$ cat src/rtl/sdram_pkg.sv
// Shared types and constants for the SDRAM read arbiter slice.
package sdram_pkg;

  typedef enum logic [1:0] {
    ST_IDLE    = 2'd0,
    ST_ISSUE   = 2'd1,
    ST_WAIT    = 2'd2,
    ST_REFRESH = 2'd3
  } state_e;

  localparam int BANK_W = 2;
  localparam int ROW_W  = 13;
  localparam int COL_W  = 9;
  localparam int ADDR_W = BANK_W + ROW_W + COL_W;
  localparam int DATA_W = 16;
  localparam int PEND_W = 3;

  localparam logic [DATA_W-1:0] RD_TIMEOUT_DATA = 16'hDEAD;
  localparam logic [PEND_W-1:0] PEND_MAX        = '1;

endpackage

$ cat src/rtl/sdram_ref_timer.sv
// Free-running refresh interval counter with a saturating count of owed refreshes.
module sdram_ref_timer
  import sdram_pkg::*;
#(
  parameter int REF_INTERVAL = 780
) (
  input  logic clk_100MHz,
  input  logic rst_n,
  input  logic ack_i,
  output logic pending_o
);

  localparam int CNT_W = (REF_INTERVAL > 1) ? $clog2(REF_INTERVAL) : 1;

  logic [CNT_W-1:0]  cnt_q, cnt_d;
  logic [PEND_W-1:0] pend_q, pend_d;
  logic              wrap;

  always_comb begin
    wrap   = (cnt_q == CNT_W'(REF_INTERVAL - 1));
    cnt_d  = wrap ? '0 : cnt_q + 1'b1;
    pend_d = pend_q;
    // A wrap and an ack in the same cycle cancel out.
    if (wrap && !ack_i && pend_q != PEND_MAX)
      pend_d = pend_q + 1'b1;
    else if (ack_i && !wrap && pend_q != '0)
      pend_d = pend_q - 1'b1;
  end

  always_ff @(posedge clk_100MHz or negedge rst_n) begin
    if (!rst_n) begin
      cnt_q  <= '0;
      pend_q <= '0;
    end else begin
      cnt_q  <= cnt_d;
      pend_q <= pend_d;
    end
  end

  assign pending_o = (pend_q != '0);

endmodule

$ cat src/rtl/sdram_rd_arbiter.sv
// Two-requester round-robin read arbiter in front of the SDRAM controller,
// with refresh scheduling and a read timeout.
module sdram_rd_arbiter
  import sdram_pkg::*;
#(
  parameter int REF_INTERVAL = 780,
  parameter int RD_TIMEOUT   = 64
) (
  input  logic              clk_100MHz,
  input  logic              rst_n,
  input  logic              req0_valid,
  input  logic [ADDR_W-1:0] req0_addr,
  output logic              req0_ready,
  output logic              req0_rvalid,
  output logic [DATA_W-1:0] req0_rdata,
  input  logic              req1_valid,
  input  logic [ADDR_W-1:0] req1_addr,
  output logic              req1_ready,
  output logic              req1_rvalid,
  output logic [DATA_W-1:0] req1_rdata,
  output logic              rd_err,
  output logic [ADDR_W-1:0] ctrl_addr,
  output logic              ctrl_rd_req,
  input  logic [DATA_W-1:0] ctrl_rd_data,
  input  logic              ctrl_rd_ready,
  output logic              ref_req,
  input  logic              ref_ack
);

  localparam int TO_W = (RD_TIMEOUT > 1) ? $clog2(RD_TIMEOUT) : 1;

  state_e            state_q, state_d;
  logic              gnt_q, gnt_d;
  logic [ADDR_W-1:0] addr_q, addr_d;
  logic [TO_W-1:0]   to_q, to_d;
  logic [DATA_W-1:0] rdata0_q, rdata1_q, fin_data;
  logic              rv0_q, rv0_d, rv1_q, rv1_d, err_q, err_d;
  logic              fin, ref_pend, ref_done;

  sdram_ref_timer #(.REF_INTERVAL(REF_INTERVAL)) u_ref (
    .clk_100MHz (clk_100MHz),
    .rst_n      (rst_n),
    .ack_i      (ref_done),
    .pending_o  (ref_pend)
  );

  always_comb begin
    state_d  = state_q;
    gnt_d    = gnt_q;
    addr_d   = addr_q;
    to_d     = to_q;
    fin      = 1'b0;
    fin_data = ctrl_rd_data;
    err_d    = 1'b0;
    ref_done = 1'b0;
    case (state_q)
      ST_IDLE: begin
        if (ref_pend) begin
          state_d = ST_REFRESH;
        end else if (req0_valid || req1_valid) begin
          // On a tie, hand the grant to whoever did not get the last one.
          gnt_d   = req1_valid & (~req0_valid | ~gnt_q);
          addr_d  = gnt_d ? req1_addr : req0_addr;
          state_d = ST_ISSUE;
        end
      end
      ST_ISSUE: begin
        to_d    = '0;
        state_d = ST_WAIT;
      end
      ST_WAIT: begin
        if (ctrl_rd_ready) begin
          fin     = 1'b1;
          state_d = ST_IDLE;
        end else if (to_q == TO_W'(RD_TIMEOUT - 1)) begin
          fin      = 1'b1;
          fin_data = RD_TIMEOUT_DATA;
          err_d    = 1'b1;
          state_d  = ST_IDLE;
        end else begin
          to_d = to_q + 1'b1;
        end
      end
      ST_REFRESH: begin
        if (ref_ack) begin
          ref_done = 1'b1;
          state_d  = ST_IDLE;
        end
      end
      default: state_d = ST_IDLE;
    endcase
    rv0_d = fin & ~gnt_q;
    rv1_d = fin & gnt_q;
  end

  always_ff @(posedge clk_100MHz or negedge rst_n) begin
    if (!rst_n) begin
      state_q  <= ST_IDLE;
      gnt_q    <= 1'b1;
      addr_q   <= '0;
      to_q     <= '0;
      rdata0_q <= '0;
      rdata1_q <= '0;
      rv0_q    <= 1'b0;
      rv1_q    <= 1'b0;
      err_q    <= 1'b0;
    end else begin
      state_q <= state_d;
      gnt_q   <= gnt_d;
      addr_q  <= addr_d;
      to_q    <= to_d;
      rv0_q   <= rv0_d;
      rv1_q   <= rv1_d;
      err_q   <= err_d;
      if (rv0_d) rdata0_q <= fin_data;
      if (rv1_d) rdata1_q <= fin_data;
    end
  end

  // Strobes decode straight from state, so they can never overlap.
  assign req0_ready  = (state_q == ST_ISSUE) && !gnt_q;
  assign req1_ready  = (state_q == ST_ISSUE) && gnt_q;
  assign ctrl_rd_req = (state_q == ST_ISSUE);
  assign ref_req     = (state_q == ST_REFRESH);
  assign ctrl_addr   = addr_q;
  assign req0_rvalid = rv0_q;
  assign req1_rvalid = rv1_q;
  assign req0_rdata  = rdata0_q;
  assign req1_rdata  = rdata1_q;
  assign rd_err      = err_q;

endmodule

$ cat config.mk
export PLATFORM = sky130hd
export DESIGN_NAME = sdram_rd_arbiter
export DESIGN_NICKNAME = d
export VERILOG_FILES = /design/src/rtl/sdram_pkg.sv /design/src/rtl/sdram_ref_timer.sv /design/src/rtl/sdram_rd_arbiter.sv
export SDC_FILE = /design/constraint.sdc
export NUM_CORES = 1
export LEC_CHECK = 0
export BUFFER_PORTS_ARGS = -buffer_cell sky130_fd_sc_hd__buf_2
export CAP_MARGIN = 20
export CELL_PAD_IN_SITES_DETAIL_PLACEMENT = 1
export CELL_PAD_IN_SITES_GLOBAL_PLACEMENT = 1
export CORE_ASPECT_RATIO = 1.4
export CORE_MARGIN = 2
export CORE_UTILIZATION = 34
export CTS_CLUSTER_DIAMETER = 100
export DETAILED_ROUTE_END_ITERATION = 10
export GPL_TIMING_DRIVEN = 0
export PLACE_DENSITY_LB_ADDON = 0.1
export SLEW_MARGIN = 20
export SYNTH_ARGS = -nofsm -noshare
export SYNTH_HDL_FRONTEND = slang
export SYNTH_HIERARCHICAL = 1
export SYNTH_SLANG_ARGS = --single-unit
$ cat constraint.sdc
create_clock -name clk_100MHz -period 2.8 [get_ports clk_100MHz]
set_input_delay 0.42 -clock clk_100MHz [delete_from_list [all_inputs] [get_ports clk_100MHz]]
set_output_delay 0.42 -clock clk_100MHz [all_outputs]
set_load 0.005 [all_outputs]
Yosys cells after proc, flatten, opt, wreduce, memory -nomap -nowiden
Index checks and enable logic that the tools add are counted.
{"block": "word_totals", "reg_bits": 81, "latchBits": 0, "ramBits": 0, "rom_bits": 0, "input_bits": 70, "out_inout_bits": 63, "word_cells": 73, "n_memories": 0}
{"block": "op_classes", "add_sub_neg": 4, "mul": 0, "n_div": 0, "n_lt_le_gt_ge": 0, "eq_ne": 11, "shifts": 0, "n_mux": 23, "bitwise_logic": 7, "reduce_logical": 17}
{"operator": "2-to-1 mux 16 bit", "n": 3}
{"operator": "2-to-1 mux 24 bit", "n": 1}
{"operator": "2-to-1 mux 6 bit", "n": 2}
{"operator": "one-hot mux 6 bit (2 select lines)", "n": 1}
{"operator": "adder 10 x 1 -> 10 bit, second input constant", "n": 1}
{"operator": "equality test 10 bit, second input constant", "n": 1}
{"operator": "2-to-1 mux 10 bit", "n": 1}
{"operator": "2-to-1 mux 2 bit", "n": 5}
{"operator": "!= test 3 bit, second input constant", "n": 3}
{"operator": "AND reduction 3 bit", "n": 3}
{"operator": "one-hot mux 2 bit (4 select lines)", "n": 1}
{"operator": "2-to-1 mux 1 bit", "n": 7}
{"operator": "adder 6 x 1 -> 6 bit, second input constant", "n": 1}
{"operator": "equality test 6 bit, second input constant", "n": 1}
{"operator": "logical AND 1 bit", "n": 6}
{"operator": "2-to-1 mux 3 bit", "n": 2}
{"operator": "equality test 2 bit, second input constant", "n": 2}
{"operator": "!= test 2 bit, second input constant", "n": 2}
{"operator": "nonzero test 2 bit", "n": 2}
{"operator": "adder 3 x 1 -> 3 bit, second input constant", "n": 1}
{"operator": "bitwise AND 1 bit", "n": 3}
{"operator": "logical NOT 1 bit", "n": 3}
{"operator": "inverter 1 bit", "n": 3}
{"operator": "nonzero test 3 bit", "n": 1}
{"operator": "6 further kinds", "n": 6}

Longest topological paths before layout
Gate-level depths: netlist (run 1).
{"block": "logic_depth", "depth_word": 6, "depth_mapped": 9, "depth_no_buf": 9}

Hierarchy
The synthesis (run 1) kept the hierarchy.
{"module": "sdram_rd_arbiter", "instances": 1, "cells_per_inst": 276, "area_per_inst_um2": 3085.5}
{"module": "sdram_ref_timer", "instances": 1, "cells_per_inst": 83, "area_per_inst_um2": 798.3}

Worst setup path before layout (run 1)
Ideal clock, no wire load.
{"block": "synth_path", "path_type": "register -> register", "from": "register u_ref.cnt_q[0]", "to": "register u_ref.pend_q[2]", "setup_time_ps": 123, "t_arrival_ps": 2496, "required_ps": 2677, "path_slack_ps": 181, "stages_incl_launch_ff": 10, "path_buffers": 0, "synth_period_minus_slack_ps": 2619, "cell_sequence": "dfrtp_1 ha_1 or3b_2 nor3_2 nand3_1 fa_1 nand2b_1 nor4_4 or2_1 o221a_1"}
{"block": "synth_between", "elab_chain_len": 5, "word_cells_on_any_way": 8, "classes_between": "eq/ne (1); mux (1); reduce/logical (6)"}
{"item": "start, declared", "line_no": "sdram_ref_timer.sv:15", "rtl": "logic [CNT_W-1:0] cnt_q, cnt_d;"}
{"item": "start signal, assigned", "line_no": "sdram_ref_timer.sv:35", "rtl": "cnt_q <= cnt_d;"}
{"item": "equality test 10 bit *", "line_no": "sdram_ref_timer.sv:20", "rtl": "wrap = (cnt_q == CNT_W'(REF_INTERVAL - 1));"}
{"item": "logical NOT 1 bit", "line_no": "sdram_ref_timer.sv:26", "rtl": "else if (ack_i && !wrap && pend_q != '0)"}
{"item": "logical AND 1 bit (2 in a row)", "line_no": "sdram_ref_timer.sv:26"}
{"item": "nonzero test 2 bit (no line)"}
{"item": "end signal, assigned", "line_no": "sdram_ref_timer.sv:36", "rtl": "pend_q <= pend_d;"}
{"item": "end, declared", "line_no": "sdram_ref_timer.sv:16", "rtl": "logic [PEND_W-1:0] pend_q, pend_d;"}
Mark *: on every way between the ends. The rest lies on a longest branch, timed or not.
A chain may end at the register's enable or synchronous reset.

Worst setup path after layout (run 1)
{"block": "layout_path", "from": "register u_ref.cnt_q[5]", "to": "register u_ref.pend_q[1]"}
{"block": "layout_between", "word_cells_on_any_way": 8, "classes_between": "eq/ne (1); mux (1); reduce/logical (6)"}
{"item": "equality test 10 bit", "line_no": "sdram_ref_timer.sv:20"}
{"item": "logical AND 1 bit (2 in a row)", "line_no": "sdram_ref_timer.sv:24", "rtl": "if (wrap && !ack_i && pend_q != PEND_MAX)"}
{"item": "2-to-1 mux 3 bit", "line_no": "sdram_ref_timer.sv:24"}
{"item": "net u_ref.pend_d[1]", "line_no": "sdram_ref_timer.sv:16"}
The timed path passes the listed nets, and every way through them passes these cells.

==> key figures, run 1 <==
Status
  • Run status: completed

Power
  • Total design power: 5.01 mW
  • Cell area power density: 966 nW/um^2
  • Worst vdd rail ir drop: 0.415 mV
  • Pleak: 2.43 nW

Timing
  • Minimum hold slack: 0.111 ns
  • Headroom to the max-slew limit: 52.9%
  • Final setup violating endpoints: 0
  • Worst clock skew: 0.00923 ns
  • Final max-slew violation count: 0
  • Time the final worst path needs with I/O delays and setup: 2.72 ns
  • Maximum clock frequency: 368 MHz
  • Final sum of negative setup slack: 0 ns
  • Hold Fails Final Rpt: 0
  • Slew of the pin with the lowest slew margin: 0.697 ns
  • Fraction of the cycle the final worst path needs: 97.2%

Cells and area
  • Count of fill cells added during filler insertion: 1341
  • Fin cells: 662
  • Design Area, Final: 5180 sq um
  • Combined flip-flop and latch cell area: 2030 sq um
  • Diodes inserted: 0
  • Multi-input gate area in the final layout: 1690 sq um
  • Area growth from synthesis to layout: 33.5%
  • Share of final-layout standard cells stronger than drive strength 1: 39.4%
  • Nets@finish: 591

Detailed routing
  • Detail-routed net length per standard cell: 16.2 microns
  • Remaining antenna violation count: 0
  • Post-route DRC violation count: 0
  • Routed via count: 3389
  • 1st-pass router iterations: 4
  • Per-cell via count in the routed design: 5.12
  • DRC marker count from the first detailed-route iteration: 114
  • Final Routed Wirelength: 10700 microns

Place
  • Routability Congestion: 0.688
  • Post-placement cell area: 4740 sq um
  • Port-buffer cells: 131
  • Total half-perimeter wirelength after legalization and detailed placement: 7700 microns
  • DP Cell Count: 635

Global routing
  • Global-route wire length before repair: 16700 microns
  • Residual overflow from global routing: 0
  • Global router's overall resource usage: 17.3%
  • Via count of the first global-routing pass: 3427
  • Maximum number of pins on one net before global-route repair: 50
  • Antenna violations before repair: 0

Floorplanning
  • Core area: 11200 sq um
  • Height of the die: 130 microns
  • Initial core utilization: 34.6%
  • Total Die Area: 12300 sq um
  • Number of core rows: 46
  • Die W: 94.3 microns
  • Boundary Pins: 133

Critical path
  • CP Data Arrival Time: 2.97 ns
  • Capturing element type of the critical path: register
  • Maximum fanout encountered on the critical timing path: 4
  • Required arrival time at the worst endpoint: 3.05 ns
  • Sort of element at the start of the critical path: register
  • Crit Path Class: reg2reg

CTS
  • TritonCTS clock tree: built
  • Clock latency of the later-clocked register in the worst-skew pair: 0.34 ns
  • Cell at the root of the clock tree: sky130_fd_sc_hd__clkbuf_16
  • TritonCTS buffer count: 9
  • Maximum root-to-sink buffer count: 2
  • Count of clock tree sinks: 81
  • CTS clk-pin slew, worst paths: 0.06 ns
  • Number of H-tree branching levels: 3

Yosys
  • Syn. warnings: 6
  • EDFF count, synth: 0
  • Distinct cell type count after synthesis: 64
  • Sequential cell area fraction in the yosys report: 52.2%
  • Fraction of synthesized area in multiplexers: 7.25%
  • Synth Area in XOR/XNOR: 1.35%
  • Main flop type after synthesis: sky130_fd_sc_hd__dfrtp_1
  • Main combinational cell family by area after synthesis: compound AO/OA/AOI/OAI gates
  • Fraction of the mapped netlist area in simple logic gates: 13.5%
  • Syn nets: 436
  • Yosys reg bits: 81
  • Post-synthesis adder-cell area fraction: 2.45%
  • Share of flip-flops with an asynchronous set or reset after synthesis: 100%
  • Netlist area before placement: 3880 sq um
  • Syn avg cell area: 10.8 sq um
  • Instance count of the mapped netlist: 359
  • Compound-Gate Fraction of Synth Area: 18.0%

Run
  • Count of maximum capacitance violations: 0

Worst hold path
  • Type of the tightest min-delay check: in2async
[cell families (layout without fill, tap and decap cells)]
kind of cell	Yosys count	count (layout)
adder cells (fa/ha/maj)	7	7
buffers and inverters	41	200
multiplexers	28	28
AO/OA/AOI/OAI	98	98
flip-flops	81	81
AND/OR/NAND/NOR	98	98
XOR/XNOR	6	6
[power by group]
| part | internal, mW | switching [mW] |
|---|---|---|
| registers | 1.63 | 0.245 |
| clock network | 0.776 | 0.474 |
| logic | 0.897 | 0.990 |
[area by class of cell]
type	count	share of cell area [%]
plain buffers	21	2.44
clock buffers	10	4.42
clock inverters	5	1.57
inverters	20	1.45
multi-input cells	237	32.6
flip-flops and latches	81	39.2
well taps	144	3.47
repair buffers	144	14.8
[placed cells by master (no fill, tap or decap), drive strengths merged, types with 3 or more instances in the layout]
cell type / synthesis / routed
dfrtp: 80 / 80
xnor2: 3 / 3
nand3: 15 / 15
a21oi: 45 / 45
o32a: 10 / 10
buf: 15 / 159
clkinv: 1 / 3
and2: 5 / 5
mux2i: 27 / 27
a31oi: 11 / 11
nand2: 14 / 14
xor2: 3 / 3
ha: 6 / 6
nor2b: 6 / 6
clkbuf: 6 / 16
nor2: 37 / 37
inv: 19 / 19
a32o: 10 / 10
o21ai: 4 / 4
[flip-flops by register name (all words and copies together) (netlist names)]
name	count
req0_rdata	16
req1_rvalid	1
ctrl_addr	24
u_ref/pend_q	3
to_q	6
gnt_q	1
req1_rdata	16
req0_rvalid	1
rd_err	1
state_q	2
u_ref/cnt_q	10
[critical path, cell delays in order, from the launching register on]
cell,delay [ns]
sky130_fd_sc_hd__dfrtp_2,0.43
sky130_fd_sc_hd__or4b_4,0.58
sky130_fd_sc_hd__nor3_4,0.24
sky130_fd_sc_hd__nand3_2,0.11
sky130_fd_sc_hd__fa_2,0.59
sky130_fd_sc_hd__nor2_2,0.04
sky130_fd_sc_hd__nor4_2,0.36
sky130_fd_sc_hd__a21oi_1,0.07
sky130_fd_sc_hd__a211oi_1,0.20
[final timing paths]
path / start / endpoint / slack [ns] / depth (start not counted)
min reg2reg: req1_rdata[4] / req1_rdata[4] / 0.49 / 1
max in group asynchronous: rst_n / to_q[4] / 2.08 / 2
max reg2reg: u_ref/cnt_q[5] / u_ref/pend_q[1] / 0.08 / 8
max: u_ref/cnt_q[5] / u_ref/pend_q[1] / 0.08 / 8
min: rst_n / ctrl_addr[15] / 0.11 / 1
min in group clk_100MHz: req0_valid / gnt_q / 0.26 / 2
[metal layers]
layer	GRT usage [%]	share of wire, %	up-vias
li1	-	-	1607
met5	0	0	-
met1	19.8	41	1676
met3	3.56	5.1	12
met4	6.82	1.6	0
met2	31.5	52	94
[cell usage after synthesis, drive strengths merged (3+ instances only)]
library cell	n	area [sq um]
ha	6	75.1
clkbuf	6	22.5
o32a	10	110
nor2b	6	37.5
o21ai	4	35.0
and2	5	31.3
nor2	37	141
inv	19	71.3
xor2	3	26.3
nand2	14	60.1
mux2i	27	270
buf	15	104
nand3	15	80.1
xnor2	3	26.3
a21oi	45	225
dfrtp	80	2000
a31oi	11	68.8
a32o	10	100
[timing repair]
| item | in CTS | in global routing |
|---|---|---|
| buffers inserted | 1 | 11 |
| hold buffers | 0 | 0 |
| endpoints found under the setup margin | 2 | 2 |
| gates resized for setup | 2 | 10 |
| pin swaps | 1 | 6 |
[per-stage QoR]
stage          util, %  setup WS [ns]
2_1_floorplan        -          0.181
3_3_place_gp      42.1         -0.239
3_5_place_dp      42.3         -0.245
4_1_cts           45.2         0.0148
5_1_grt           46.2        -0.0166
6_report          46.2         0.0792
Power figures use the tool's default switching activity.
==> run 2, diff against run 1 <==
- RECOVER_POWER: unset -> 25
- REMOVE_ABC_BUFFERS: unset -> 1
==> run 2 against run 1 <==
Net effect:
- utilization decreased by 1.7 points
- highest routed layer unchanged
- clock skew decreased by 0.0027 ns
- worst setup slack improved by 0.12 ns
- first-iteration DRC count decreased by 14%
- the run now ends with capacitance limit, slew limit left
- critical path depth increased by 1
- sequential power increased by 3%
- sequential cell count unchanged
- die area unchanged
==> key figures, run 2 (same netlist as run 1, synthesis figures left out) <==
Status
  • Run status: finished with violations (was completed)
  • Violated checks: capacitance limit, slew limit

Detailed routing
  • 1st-pass router iterations: 4 (unchanged)
  • Per-cell via count in the routed design: 5.12 (about the same)
  • DRC marker count from the first detailed-route iteration: 98 (was 114)
  • Detail-routed net length per standard cell: 15.9 microns (was 16.2 microns)
  • Final Routed Wirelength: 10100 microns (was 10700 microns)
  • Post-route DRC violation count: 0 (unchanged)
  • Remaining antenna violation count: 0 (unchanged)
  • Routed via count: 3240 (was 3389)

Timing
  • Final setup violating endpoints: 0 (unchanged)
  • Setup repair after global routing missed its margin: no
  • Time the final worst path needs with I/O delays and setup: 2.60 ns (was 2.72 ns)
  • Fraction of the cycle the final worst path needs: 92.9% (was 97.2%)
  • Maximum clock frequency: 385 MHz (was 368 MHz)
  • Hold Fails Final Rpt: 0 (unchanged)
  • Slew of the pin with the lowest slew margin: 2.33 ns (was 0.697 ns)
  • Final max-slew violation count: 39 (was 0)
  • Worst clock skew: 0.00649 ns (was 0.00923 ns)
  • Headroom to the max-slew limit: -55.6% (was 52.9%)
  • Min setup slack post-route: 0.199 ns (was 0.0792 ns)
  • Final sum of negative setup slack: 0 ns (unchanged)

CTS
  • Post-CTS Hold Fix Bufs: 0 (unchanged)
  • Count of clock tree sinks: 81 (unchanged)
  • Cell at the root of the clock tree: sky130_fd_sc_hd__clkbuf_16 (unchanged)
  • TritonCTS clock tree: built (unchanged)
  • TritonCTS buffer count: 9 (unchanged)
  • Number of H-tree branching levels: 3 (unchanged)
  • Clock latency of the later-clocked register in the worst-skew pair: 0.34 ns (about the same)
  • CTS clk-pin slew, worst paths: 0.06 ns (about the same)
  • Maximum root-to-sink buffer count: 2 (unchanged)

Floorplanning
  • Core area: 11200 sq um (unchanged)
  • Boundary Pins: 133 (unchanged)
  • Initial core utilization: 34.6% (unchanged)
  • Height of the die: 130 microns (unchanged)
  • Number of core rows: 46 (unchanged)
  • Total Die Area: 12300 sq um (unchanged)
  • Die W: 94.3 microns (unchanged)

Global routing
  • Maximum number of pins on one net before global-route repair: 49 (was 50)
  • Global router's overall resource usage: 16.1% (was 17.3%)
  • Via count of the first global-routing pass: 3144 (was 3427)
  • Global-route wire length before repair: 15500 microns (was 16700 microns)
  • Antenna violations before repair: 0 (unchanged)
  • Residual overflow from global routing: 0 (unchanged)

Critical path
  • Sort of element at the start of the critical path: register (unchanged)
  • Capturing element type of the critical path: register (unchanged)
  • Terminus of the critical flop-to-flop path: u_ref/pend_q[1] (unchanged)
  • Maximum fanout encountered on the critical timing path: 4 (unchanged)
  • Reg2Reg Launch Point: u_ref/cnt_q[0] (was u_ref/cnt_q[5])
  • Crit Path Class: reg2reg (unchanged)
  • Worst reg2reg setup slack: 0.20 ns (was 0.08 ns)
  • Required arrival time at the worst endpoint: 3.05 ns (about the same)
  • Worst setup path startpoint: u_ref/cnt_q[0] (was u_ref/cnt_q[5])
  • CP Data Arrival Time: 2.85 ns (was 2.97 ns)
  • Number of cell instances on the worst register-to-register path: 9 (was 8)

Power
  • Cell area power density: 974 nW/um^2 (was 966 nW/um^2)
  • Total design power: 4.87 mW (was 5.01 mW)
  • Pleak: 2.32 nW (was 2.43 nW)
  • Worst vdd rail ir drop: 0.447 mV (was 0.415 mV)

Cells and area
  • Share of final-layout standard cells stronger than drive strength 1: 36.0% (was 39.4%)
  • Diodes inserted: 0 (unchanged)
  • Number of flip-flops in the largest register: 24 (unchanged)
  • Most common cell after layout, fill and taps aside: sky130_fd_sc_hd__buf_2 (unchanged)
  • Utilization after layout: 44.5% (was 46.2%)
  • Nets@finish: 561 (was 591)
  • Fin cells: 633 (was 662)
  • Area growth from synthesis to layout: 28.7% (was 33.5%)
  • Most frequent cells in the layout: 131 x sky130_fd_sc_hd__buf_2, 80 x sky130_fd_sc_hd__dfrtp_1, 45 x sky130_fd_sc_hd__a21oi_1, 36 x sky130_fd_sc_hd__nor2_1, 27 x sky130_fd_sc_hd__mux2i_1 (was 138 x sky130_fd_sc_hd__buf_2, 76 x sky130_fd_sc_hd__dfrtp_1, 45 x sky130_fd_sc_hd__a21oi_1, 35 x sky130_fd_sc_hd__nor2_1, 27 x sky130_fd_sc_hd__mux2i_1)

Place
  • Total half-perimeter wirelength after legalization and detailed placement: 7250 microns (was 7700 microns)
  • Post-placement setup slack: -0.216 ns (was -0.245 ns)
  • Port-buffer cells: 132 (was 131)
  • Routability Congestion: 0.779 (was 0.688)
  • DP Cell Count: 616 (was 635)

Worst hold path
  • Number of cells traversed by the worst hold path: 2
  • Critical hold path startpoint: req0_valid
  • Hold path endpoint: gnt_q
  • Type of the tightest min-delay check: in2reg (was in2async)

Run
  • Count of maximum capacitance violations: 1 (was 0)
==> run 2: cell types whose count changed in the layout (fill, tap and decap cells not counted), sizes merged <==
| cell | change |
|---|---|
| buf | -25 |
| bufinv | -1 |
| clkbuf | -6 |
| clkinv | +1 |
| inv | +2 |
==> run 2: final cells by class <==
type                    count  area [sq um]
clock buffers               9           225
flip-flops and latches     81          2030
repair buffers            135           722
fillers                  1282          6230
multi-input cells         237          1690
clock inverters             7          77.6
inverters                  20          75.1
well taps                 144           180
==> run 2: power breakdown <==
group	leakage (nW)	switching [mW]	internal (mW)
Combinational	1.21	0.913	0.839
Clock	0.146	0.495	0.698
Sequential	0.955	0.289	1.63
Total	2.32	1.70	3.17
==> run 2: through the flow <==
stage               hold slack (ns)  cell area, sq um
detailed placement            0.454              4670
floorplan                     0.124              3760
finish                        0.293              5000
global placement              0.473              4600
CTS                          0.0859              4980
global route                  0.290              5000
==> run 2: worst max-delay path by stage <==
| stage | to | cells past startpoint | slack (ns) |
|---|---|---|---|
| floorplan | ctrl_addr[0] | 3 | -0.76 |
| global placement | ctrl_addr[13] | 4 | -1.68 |
| detailed placement | u_ref/pend_q[1] | 9 | -0.22 |
| CTS | u_ref/pend_q[1] | 9 | 0.02 |
| global route | u_ref/pend_q[1] | 9 | 0.01 |
| finish | u_ref/pend_q[1] | 9 | 0.20 |
==> run 2: what timing repair did <==
item                                    4_1_cts  5_1_grt
resized for setup                             1        3
setup buffers                                 1        0
endpoints found under the setup margin        2        2
pin swaps                                     1        0
==> run 2: layer usage <==
metal  share of wire [%]  vias up  global-route usage (%)  wire, microns
met5                   0        -                       0              0
met1                  42     1584                    19.3           4260
li1                    -     1555                       -              -
met4                0.94        0                    5.88             95
met3                 6.7        6                    4.13            675
met2                  50       95                    28.1           5060
==> run 2: worst max-delay path: stages, from the launching register on <==
cell and delay [ns]:
sky130_fd_sc_hd__dfrtp_1 0.39, sky130_fd_sc_hd__ha_2 0.24, sky130_fd_sc_hd__or3b_4 0.44, sky130_fd_sc_hd__nor3_4 0.22, sky130_fd_sc_hd__nand3_1 0.11, sky130_fd_sc_hd__fa_1 0.57
sky130_fd_sc_hd__nor2_1 0.07, sky130_fd_sc_hd__nor4_2 0.17, sky130_fd_sc_hd__a21oi_1 0.07, sky130_fd_sc_hd__a211oi_1 0.24
